`src/rtl/rq_stream_arbiter.sv`:
```
// rq_stream_arbiter: packet-level round-robin arbiter merging N_PORTS AXI-Stream TLP
// sources onto the single RQ path; the owner keeps the stream until its tlast is accepted.
module rq_stream_arbiter #(
  parameter int N_PORTS    = 2,
  parameter int DATA_WIDTH = 128,
  parameter int KEEP_WIDTH = DATA_WIDTH/8,
  parameter int USER_WIDTH = 62
) (
  input  logic                           user_clk,
  input  logic                           user_reset_n,
  input  logic [N_PORTS-1:0]             s_axis_tvalid,
  output logic [N_PORTS-1:0]             s_axis_tready,
  input  logic [N_PORTS*DATA_WIDTH-1:0]  s_axis_tdata,
  input  logic [N_PORTS*KEEP_WIDTH-1:0]  s_axis_tkeep,
  input  logic [N_PORTS-1:0]             s_axis_tlast,
  input  logic [N_PORTS*USER_WIDTH-1:0]  s_axis_tuser,
  output logic                           m_axis_tvalid,
  input  logic [3:0]                     m_axis_tready,
  output logic [DATA_WIDTH-1:0]          m_axis_tdata,
  output logic [KEEP_WIDTH-1:0]          m_axis_tkeep,
  output logic                           m_axis_tlast,
  output logic [USER_WIDTH-1:0]          m_axis_tuser,
  output logic [N_PORTS-1:0]             grant,
  output logic                           busy
);

  // state | meaning
  // IDLE  | no owner; round-robin pick starting at rr_ptr is registered this cycle
  // BUSY  | grant_r owns the stream until its tlast beat is accepted

  localparam int PTR_W = (N_PORTS > 1) ? $clog2(N_PORTS) : 1;

  typedef enum logic {IDLE = 1'b0, BUSY = 1'b1} state_t;

  state_t             state, state_nxt;
  logic [N_PORTS-1:0] grant_r, grant_nxt;
  logic [PTR_W-1:0]   rr_ptr, rr_ptr_nxt;
  logic [PTR_W-1:0]   pick_idx;
  logic [PTR_W-1:0]   grant_idx;
  logic               pick_found;
  logic               last_xfer;
  logic               unused_tready;

  // Only bit 0 of the sink ready bus carries meaning.
  assign unused_tready = ^m_axis_tready[3:1];

  always_comb begin : rr_pick
    logic [N_PORTS-1:0] req_rot;
    logic [PTR_W:0]     sum;
    req_rot    = N_PORTS'({s_axis_tvalid, s_axis_tvalid} >> rr_ptr);
    pick_found = 1'b0;
    pick_idx   = '0;
    sum        = '0;
    for (int i = 0; i < N_PORTS; i++) begin
      if (!pick_found && req_rot[i]) begin
        pick_found = 1'b1;
        sum = {1'b0, rr_ptr} + (PTR_W+1)'(i);
        if (sum >= (PTR_W+1)'(N_PORTS)) sum = sum - (PTR_W+1)'(N_PORTS);
        pick_idx = sum[PTR_W-1:0];
      end
    end
  end

  always_comb begin
    grant_idx = '0;
    for (int i = 0; i < N_PORTS; i++) begin
      if (grant_r[i]) grant_idx = PTR_W'(i);
    end
  end

  assign last_xfer = |(grant_r & s_axis_tvalid & s_axis_tlast) & m_axis_tready[0];

  always_ff @(posedge user_clk or negedge user_reset_n) begin
    if (!user_reset_n) begin
      state   <= IDLE;
      grant_r <= '0;
      rr_ptr  <= '0;
    end else begin
      state   <= state_nxt;
      grant_r <= grant_nxt;
      rr_ptr  <= rr_ptr_nxt;
    end
  end

  always_comb begin
    state_nxt  = state;
    grant_nxt  = grant_r;
    rr_ptr_nxt = rr_ptr;
    case (state)
      IDLE: begin
        if (pick_found) begin
          state_nxt = BUSY;
          grant_nxt = N_PORTS'(1) << pick_idx;
        end
      end
      BUSY: begin
        if (last_xfer) begin
          state_nxt  = IDLE;
          grant_nxt  = '0;
          rr_ptr_nxt = (grant_idx == PTR_W'(N_PORTS-1)) ? '0 : grant_idx + 1'b1;
        end
      end
      default: state_nxt = IDLE;
    endcase
  end

  // grant_r is zero in IDLE, so every forwarded signal is naturally quiet there.
  always_comb begin
    m_axis_tvalid = 1'b0;
    m_axis_tdata  = '0;
    m_axis_tkeep  = '0;
    m_axis_tlast  = 1'b0;
    m_axis_tuser  = '0;
    for (int p = 0; p < N_PORTS; p++) begin
      if (grant_r[p]) begin
        m_axis_tvalid = s_axis_tvalid[p];
        m_axis_tdata  = s_axis_tdata[p*DATA_WIDTH +: DATA_WIDTH];
        m_axis_tkeep  = s_axis_tkeep[p*KEEP_WIDTH +: KEEP_WIDTH];
        m_axis_tlast  = s_axis_tlast[p];
        m_axis_tuser  = s_axis_tuser[p*USER_WIDTH +: USER_WIDTH];
      end
    end
    s_axis_tready = grant_r & {N_PORTS{m_axis_tready[0]}};
    grant         = grant_r;
    busy          = (state == BUSY);
  end

endmodule
```
`config.mk`:
```
export PLATFORM = sky130hd
export DESIGN_NAME = rq_stream_arbiter
export DESIGN_NICKNAME = d
export VERILOG_FILES = /design/src/rtl/rq_stream_arbiter.sv
export SDC_FILE = /design/constraint.sdc
export NUM_CORES = 1
export LEC_CHECK = 0
export BUFFER_PORTS_ARGS = -buffer_cell sky130_fd_sc_hd__buf_4
export CAP_MARGIN = 0
export CORE_AREA = 5 5 247 249
export DETAILED_ROUTE_END_ITERATION = 6
export DIE_AREA = 0 0 252 254
export PLACE_DENSITY = 0.34
export SLEW_MARGIN = 20
export SYNTH_ARGS = -nofsm -noshare
export SYNTH_HDL_FRONTEND = slang
export SYNTH_SLANG_ARGS = --single-unit
```
`constraint.sdc`:
```
create_clock -name user_clk -period 1.3 [get_ports user_clk]
set_input_delay 0.13 -clock user_clk [delete_from_list [all_inputs] [get_ports user_clk]]
set_output_delay 0.13 -clock user_clk [all_outputs]
set_load 0.03 [all_outputs]
```
==> impl_metrics.tcl, run 1 <==
set metrics [dict create \
    vdd_drop_max_mv 0.789 \
    period_minus_slack_ps 1710 \
    dp.cells 1689 \
    outcome "finished with violations" \
    maxSlewViolCount 0 \
    cap_viol_max_count 0 \
    grt_pass1_wl_um 40700 \
    required_ps 1170 \
    netlist_area_sq_um 2360 \
    nets 1344 \
    die_w_um 252 \
    cts.htree.levels 1 \
    p_per_area_nw_per_um2 2130 \
    fin_setup_tns_ps -78600 \
    clock-root-buffer "clkbuf_16" \
    vias 5399 \
    arrival_ps 1580 \
    fin_util 0.167 \
    yosysUniqueCellTypes 19 \
    dieArea_sq_um 64000 \
    critPathLaunchType "flip-flop" \
    synth_seq_cells 4 \
    drt-total-wl_um 30400 \
    finalHoldViolCount 0 \
    fmax_ghz 0.583 \
    post-route-period-util 1.32 \
    ant_nets 0 \
    path_clk_slew_ps 30 \
    final_area_sq_um 9740 \
    grtUsageTotal 0.0834 \
    cts_tree "built" \
    cts.sinks 4 \
    finalSetupViolCount 212 \
    path_class "reg -> out" \
    numCtsBuffers 3 \
    post-cts-setup-buffer-count 0 \
    antenna_found_initial 6 \
    row_count 89 \
    area_growth_pct 312 \
    crit_fanout 19 \
    io_buffers 631 \
    grt_pass1_vias 6041 \
    synthCells 285 \
    viasPerCell 3.18 \
    ios 635 \
    die_height_um 254 \
    whs_ps 203 \
    relSlewSlack 0.813 \
    drive_above_1_share 0.966 \
    skew_ps 2.73 \
    drtIter0Drc 174 \
    synth_nets 707 \
    wl_per_cell_um 17.9 \
    rsz0062_at_grt "yes" \
    place_hpwl_um 27200 \
    syn_area_per_cell_sq_um 8.29 \
    grt_start_max_net_pins 36 \
    dpl_cell_area_sq_um 9100 \
    worstHoldPathType "in -> reg" \
    start_util 0.0404 \
    post-place-ws_ps -282 \
    routabilityCongestion 0.908 \
    core_sq_um 58500 \
    worst_slew_pin_slew_ps 281 \
    instances_no_fill 1696 \
    end_kind "output port" \
    first_pass_iters 4 \
    clk_path_buf_depth 2 \
    leakagePower_nw 4.89 \
    post-route-drc-count 0 \
    yosysSeqAreaShare 0.0424 \
    ys_warn_count 0 \
    p_total_mw 20.8 \
    grt-ovfl-total 0 \
    clock_latency_ps 220 \
    violations "negative setup slack" \
    worst_slack_ps -415 \
]
## critical path, stage by stage (launching register included)
cell and delay, ps:
dfrtp_4 490, nor2b_4 180, buf_12 180, buf_12 160, a22o_2 180, buf_6 140
## cell families (layout without fill, tap and decap cells)
group,after synthesis,after routing,synth area share
compound gates,214,214,0.780
simple gates,17,17,0.0371
flops,4,4,0.0424
other cells,0,2,0
buf+inv,50,686,0.140
## synthesized netlist by cell type (all sizes together)
| cell type | count | area, sq um |
|---|---|---|
| a22o | 205 | 1800 |
| buf | 28 | 249 |
| clkbuf | 20 | 75.1 |
| nand2 | 7 | 26.3 |
| o21ai | 5 | 25.0 |
| dfrtp | 4 | 100 |
| a21oi | 2 | 10.0 |
| and2 | 2 | 12.5 |
| inv | 2 | 7.51 |
| nand3 | 2 | 10.0 |
| nor2b | 2 | 12.5 |
| and3b | 1 | 8.76 |
| nand4b | 1 | 8.76 |
| nor2 | 1 | 3.75 |
| nor3 | 1 | 5.00 |
| o21bai | 1 | 7.51 |
| o22ai | 1 | 6.26 |
## per-layer routing
metal	GRT usage	part of all wire	wire, um
met1	0.0907	0.34	10300
met2	0.156	0.52	15700
met3	0.0334	0.13	3820
met4	0.0116	0.016	480
met5	0	0.00089	27
## worst paths after layout
check | slack, ps | start | endpoint | cells after the start
min reg2reg | 540 | rr_ptr | rr_ptr | 2
max in group asynchronous | 920 | user_reset_n | grant[1] | 2
min | 200 | s_axis_tvalid[0] | busy | 3
min in group asynchronous | 250 | user_reset_n | grant[1] | 2
max | -410 | grant[1] | m_axis_tdata[33] | 5
max reg2reg | -130 | grant[1] | grant[1] | 4
## sequential cells by signal (all words and copies together), names as in the netlist
register / flops
rr_ptr: 1
busy: 1
grant: 2
## where the power goes
group / total [mW] / switching (mW) / internal [mW]
registers: 0.220 / 0.0372 / 0.183
clock network: 0.497 / 0.0912 / 0.406
logic: 20.1 / 10.7 / 9.37
## final cells by class
type                       instances  area, sq um
timing repair buffer             680         5720
clock buffer                       4         78.8
multi-input combinational        231         2850
antenna                            2         5.00
fill                            6596        48700
sequential                         4          105
tap                              773          967
inverter                           2         7.51
## timing repair
item                                    4_1_cts  5_1_grt
endpoints found under the setup margin      214      214
resized for setup                            93       37
hold endpoints to repair                      4        0
hold buffers                                  1        0
## cell usage in the layout (no fill, tap or decap), types with 2 or more instances in the layout
cell	synthesis	final
inv_1	2	2
o21ai_2	0	2
clkbuf_16	0	3
and2_1	2	2
buf_6	17	108
diode_2	0	2
a22o_2	0	116
buf_4	1	553
nand3_1	2	2
buf_12	0	15
dfrtp_1	4	2
a22o_1	205	2
a22o_4	0	87
buf_8	0	3
nand2_1	7	7
a21oi_1	2	2
o21ai_0	5	2
Note: power is estimated with default switching activity, not from simulation.
==> run 2: changes to the inputs <==
- BUFFER_PORTS_ARGS: -buffer_cell sky130_fd_sc_hd__buf_4 -> -buffer_cell sky130_fd_sc_hd__buf_2
- MAX_ROUTING_LAYER: unset -> met4
==> run 2 against run 1 <==
The run still ends with negative setup slack left. Register-to-register slack lost 60 ps. Cell count shrank 0.12%. Critical path depth is the same. Combinational power down 9%. Die area unchanged. Clock-buffer cell count stayed put. Core utilization shrank 2.7 points. Worst hold slack gained 20 ps. Critical path type unchanged. Critical endpoint is now m_axis_tkeep[5].
==> impl_metrics.tcl, run 2 (synthesized netlist as in run 1, its figures left out) <==
set metrics [dict create \
    drt-total-wl_um 28300 \
    finalSetupViolCount 214 \
    area_growth_pct 245 \
    place_hpwl_um 24900 \
    final_cell_mix "buf_2, a22o_2, a22o_4" \
    seqCellArea_sq_um 105 \
    cts_tree "built" \
    worstHoldPathType "in -> reg" \
    dieArea_sq_um 64000 \
    switchingPower_mw 10.5 \
    clk_path_buf_depth 2 \
    finalHoldViolCount 0 \
    clockPowerShare 0.026 \
    fin_util 0.140 \
    end_kind "output port" \
    grtUsageTotal 0.0776 \
    grt_pass1_vias 5703 \
    worst_path_largest_cell_delay_ps 490 \
    post-route-period-util 1.38 \
    dp.cells 1683 \
    ant_nets 0 \
    post-route-drc-count 0 \
    final_common_cell "buf_2" \
    cp_cell_sequence "nor2b_4 -> buf_12 -> buf_12 -> a22o_2 -> buf_6" \
    drive_above_1_share 0.966 \
    p_comb_frac 0.962 \
    drtIter0Drc 242 \
    violations "negative setup slack" \
    die_height_um 254 \
    p_per_area_nw_per_um2 2320 \
    vdd_drop_max_mv 1.03 \
    cts.sinks 4 \
    numCtsBuffers 3 \
    vias 5333 \
    worst_slack_ps -495 \
    relSlewSlack 0.807 \
    start_util 0.0404 \
    largest_reg_flops 2 \
    rrSetupSlack_ps -190 \
    leakagePower_nw 4.36 \
    outcome "finished with violations" \
    worst_slew_pin_slew_ps 289 \
    cap_viol_max_count 0 \
    fmax_ghz 0.557 \
    first_pass_iters 4 \
    io_buffers 631 \
    row_count 89 \
    routabilityCongestion 0.949 \
    power.internal_mw 8.35 \
    grt_start_max_net_pins 56 \
    path_class "reg -> out" \
    p_seq_frac 0.012 \
    maxSlewViolCount 0 \
    whs_ps 224 \
    die_w_um 252 \
    critPathMostFrequentCell "buf_12" \
    multi_input_area_sq_um 2760 \
    p_total_mw 18.9 \
    nets 1341 \
    crit_slowest_cell "dfrtp_4" \
    required_ps 1170 \
    instances_no_fill 1694 \
    rsz0062_at_grt "yes" \
    arrival_ps 1660 \
    clock-root-buffer "clkbuf_16" \
    grt_pass1_wl_um 36600 \
    grt-ovfl-total 0 \
    skew_ps 4.22 \
    core_sq_um 58500 \
    critPathLaunchType "flip-flop" \
    path_clk_slew_ps 30 \
    ios 635 \
    viasPerCell 3.15 \
    crit_fanout 24 \
    antenna_found_initial 14 \
    num-fill-cells 6676 \
    sw_frac_of_total 0.558 \
    clock_latency_ps 220 \
    wl_per_cell_um 16.7 \
    period_minus_slack_ps 1790 \
    cts.htree.levels 1 \
    post-place-ws_ps -352 \
]
## run 2: area by class of cell
class,count,share of cell area
Inverter,2,0.000920
Multi-Input combinational cell,231,0.339
Clock buffer,4,0.00966
Sequential cell,4,0.0129
Antenna cell,3,0.000920
Tap cell,773,0.118
Timing Repair Buffer,677,0.519
## run 2: worst paths after layout
check | from | end | cells after the start
setup / recovery | grant[1] | m_axis_tkeep[5] | 5
hold / removal | s_axis_tvalid[1] | busy | 3
setup reg to reg | grant[1] | grant[1] | 5
hold reg to reg | rr_ptr | rr_ptr | 2
max in group asynchronous | user_reset_n | grant[1] | 2
min in group asynchronous | user_reset_n | grant[1] | 2
## run 2: metrics by stage
stage	setup TNS (ps)	instance area [sq um]
2_1_floorplan	-28940	3170
3_3_place_gp	-47800	7400
3_5_place_dp	-49490	7400
4_1_cts	-96160	7830
5_1_grt	-104290	8160
6_report	-89680	8160
## run 2: what timing repair did
action,CTS,global route
gates resized for setup,115,100
setup endpoints to repair,214,214
cloned,0,2
setup buffers,0,1
pin swaps,1,0
endpoints found under the hold margin,4,0
hold buffers,1,0
## run 2: layer usage
layer | up-vias | track usage | wire length [um]
met4 | 0 | 0.0135 | 471
met2 | 407 | 0.142 | 14400
met5 | - | - | 0
li1 | 2507 | - | -
met1 | 2391 | 0.0840 | 10300
met3 | 28 | 0.0237 | 3090
## run 2: power groups by stage
stage | registers (mW) | clock network (mW) | logic (mW)
2_1_floorplan | 0.249 | 0 | 11.5
3_5_place_dp | 0.225 | 0 | 16.5
6_report | 0.223 | 0.492 | 18.2
5_1_grt | 0.229 | 0.525 | 19.1
4_1_cts | 0.225 | 0.499 | 17.5
3_3_place_gp | 0.227 | 0 | 16.5
## run 2: worst max-delay path, delay by kind of cell, from the launching register on
family / cells / cell delay (ps)
AND/OR/NAND/NOR: 1 / 190
flip-flops: 1 / 490
AO/OA/AOI/OAI: 1 / 170
buffers and inverters: 3 / 530
==> run 3: changes to the inputs <==
- CTS_BUF_LIST: unset -> sky130_fd_sc_hd__clkbuf_4
==> run 3 against run 2 <==
The flow still finishes with violations (negative setup slack). Clock skew hardly changed. Register-to-register slack is essentially flat. Sequential power barely moved. Critical path depth is the same. Largest power group unchanged. Via count is 0.90% higher. First-iteration DRC count shrank 5.0%.
==> impl_metrics.tcl, run 3 (synthesized netlist as in run 1, its figures left out) <==
set metrics [dict create \
    grt_start_max_net_pins 42 \
    grt_pass1_vias 5734 \
    routabilityCongestion 0.949 \
    worstHoldPathType "in -> reg" \
    grt-ovfl-total 0 \
    clock_latency_ps 230 \
    p_comb_frac 0.978 \
    endpoint "m_axis_tuser[55]" \
    post-place-ws_ps -352 \
    worstSetupStartpoint "grant[1]" \
    sw_frac_of_total 0.566 \
    grt_pass1_wl_um 37000 \
    drive_above_1_share 0.967 \
    worst_slew_pin_slew_ps 289 \
    drt-total-wl_um 28300 \
    fin_setup_tns_ps -92700 \
    clockPowerShare 0.010 \
    drtIter0Drc 230 \
    path_clk_slew_ps 40 \
    p_per_area_nw_per_um2 2290 \
    worst_slack_ps -510 \
    antenna_found_initial 11 \
    cts.sinks 4 \
    maxSlewViolCount 0 \
    finalSetupViolCount 214 \
    final_cell_mix "buf_2, a22o_2, a22o_4" \
    place_hpwl_um 24900 \
    worst_path_largest_cell_delay_ps 490 \
    required_ps 1170 \
    start_util 0.0404 \
    arrival_ps 1680 \
    whs_ps 212 \
    nets 1341 \
    skew_ps 4.24 \
    switchingPower_mw 10.5 \
    r2r_cells 5 \
    dpl_cell_area_sq_um 7400 \
    cp_cell_sequence "nor2b_4 -> buf_12 -> buf_4 -> a22o_2 -> clkbuf_4" \
    post-route-period-util 1.39 \
    die_height_um 254 \
    p_seq_frac 0.012 \
    viasPerCell 3.18 \
    end_kind "output port" \
    path_depth 5 \
    leakagePower_nw 4.34 \
    dieArea_sq_um 64000 \
    cap_viol_max_count 0 \
    numCtsBuffers 3 \
    core_sq_um 58500 \
    ios 635 \
    grtUsageTotal 0.0785 \
    period_minus_slack_ps 1810 \
    largest_reg_flops 2 \
    vdd_drop_max_mv 0.997 \
    cp_top_family "buffers and inverters" \
    critPathBufInv 3 \
    critPathLaunchType "flip-flop" \
    power.internal_mw 8.04 \
    crit_slowest_cell "dfrtp_4" \
    violations "negative setup slack" \
    clk_path_buf_depth 2 \
    crit_fanout 24 \
    r2r-start "grant[1]" \
    die_w_um 252 \
    outcome "finished with violations" \
    area_growth_pct 242 \
    relSlewSlack 0.807 \
    first_pass_iters 4 \
    clock-root-buffer "clkbuf_4" \
    vias 5381 \
    row_count 89 \
    fmax_ghz 0.553 \
    finalHoldViolCount 0 \
    io_buffers 631 \
    num-fill-cells 6689 \
    cts.htree.levels 1 \
    fin_util 0.138 \
    cts_tree "built" \
    final_common_cell "buf_2" \
    wl_per_cell_um 16.7 \
    rrSetupSlack_ps -190 \
    post-route-drc-count 0 \
    rsz0062_at_grt "yes" \
    final_area_sq_um 8090 \
    ant_nets 0 \
    worstReg2RegEnd "grant[1]" \
    path_class "reg -> out" \
]
==> run 3: changes by cell type in the layout (fill, tap and decap cells not counted), moves of 2 or more <==
cell / previous run / this run
buf_4: 61 / 73
buf_6: 58 / 50
clkbuf_16: 5 / 1
buf_2: 492 / 494
clkbuf_4: 53 / 51
==> run 3: worst reg2reg max path: stages, from the launching register on <==
cell and delay [ps]:
dfrtp_4 430, buf_12 220, buf_4 170, nand3_1 60, a21oi_1 280, and3b_1 220
==> run 3: area by class of cell <==
class                   count  area (sq um)  share of cell area
diodes                      3          7.51            0.000928
clock buffers               4          30.0             0.00371
inverters                   2          7.51            0.000928
multi-input cells         231          2770               0.343
flip-flops and latches      4           105              0.0130
well taps                 773           967               0.120
repair buffers            677          4200               0.519
==> run 3: repair_timing <==
item                                    in CTS  in global routing
gates resized for setup                    109                103
buffers inserted                             0                  1
hold endpoints to repair                     4                  0
endpoints found under the setup margin     214                215
hold buffers                                 1                  0
cloned                                       1                  1
pin swaps                                    0                  0
==> run 3: per-stage QoR <==
| stage | instances | total power, mW |
|---|---|---|
| after floorplan | 285 | 11.8 |
| after global placement | 1683 | 16.8 |
| after detailed placement | 1683 | 16.7 |
| after CTS | 1689 | 18.0 |
| after global routing | 1692 | 19.5 |
| final | 1694 | 18.5 |
==> run 3: how the worst min path moves through the flow <==
stage / start / to / slack, ps / cells after the start
floorplan: user_reset_n / busy / -170 / 0
global placement: user_reset_n / rr_ptr / -50 / 1
detailed placement: user_reset_n / rr_ptr / -50 / 1
CTS: s_axis_tvalid[0] / busy / 210 / 3
global route: s_axis_tvalid[1] / busy / 220 / 3
finish: s_axis_tvalid[1] / busy / 210 / 3
==> run 3: per-layer routing <==
metal | vias up | global-route usage | share of wire
met5 | - | - | 0
met4 | 0 | 0.0116 | 0.021
met3 | 34 | 0.0167 | 0.095
met2 | 404 | 0.144 | 0.51
met1 | 2436 | 0.0899 | 0.38
li1 | 2507 | - | -
==> run 3: power groups by stage <==
| stage | Combinational [mW] | Clock, mW | Sequential (mW) |
|---|---|---|---|
| 2_1_floorplan | 11.5 | 0 | 0.249 |
| 3_3_place_gp | 16.5 | 0 | 0.227 |
| 3_5_place_dp | 16.5 | 0 | 0.225 |
| 4_1_cts | 17.6 | 0.199 | 0.224 |
| 5_1_grt | 19.1 | 0.220 | 0.228 |
| 6_report | 18.1 | 0.190 | 0.222 |
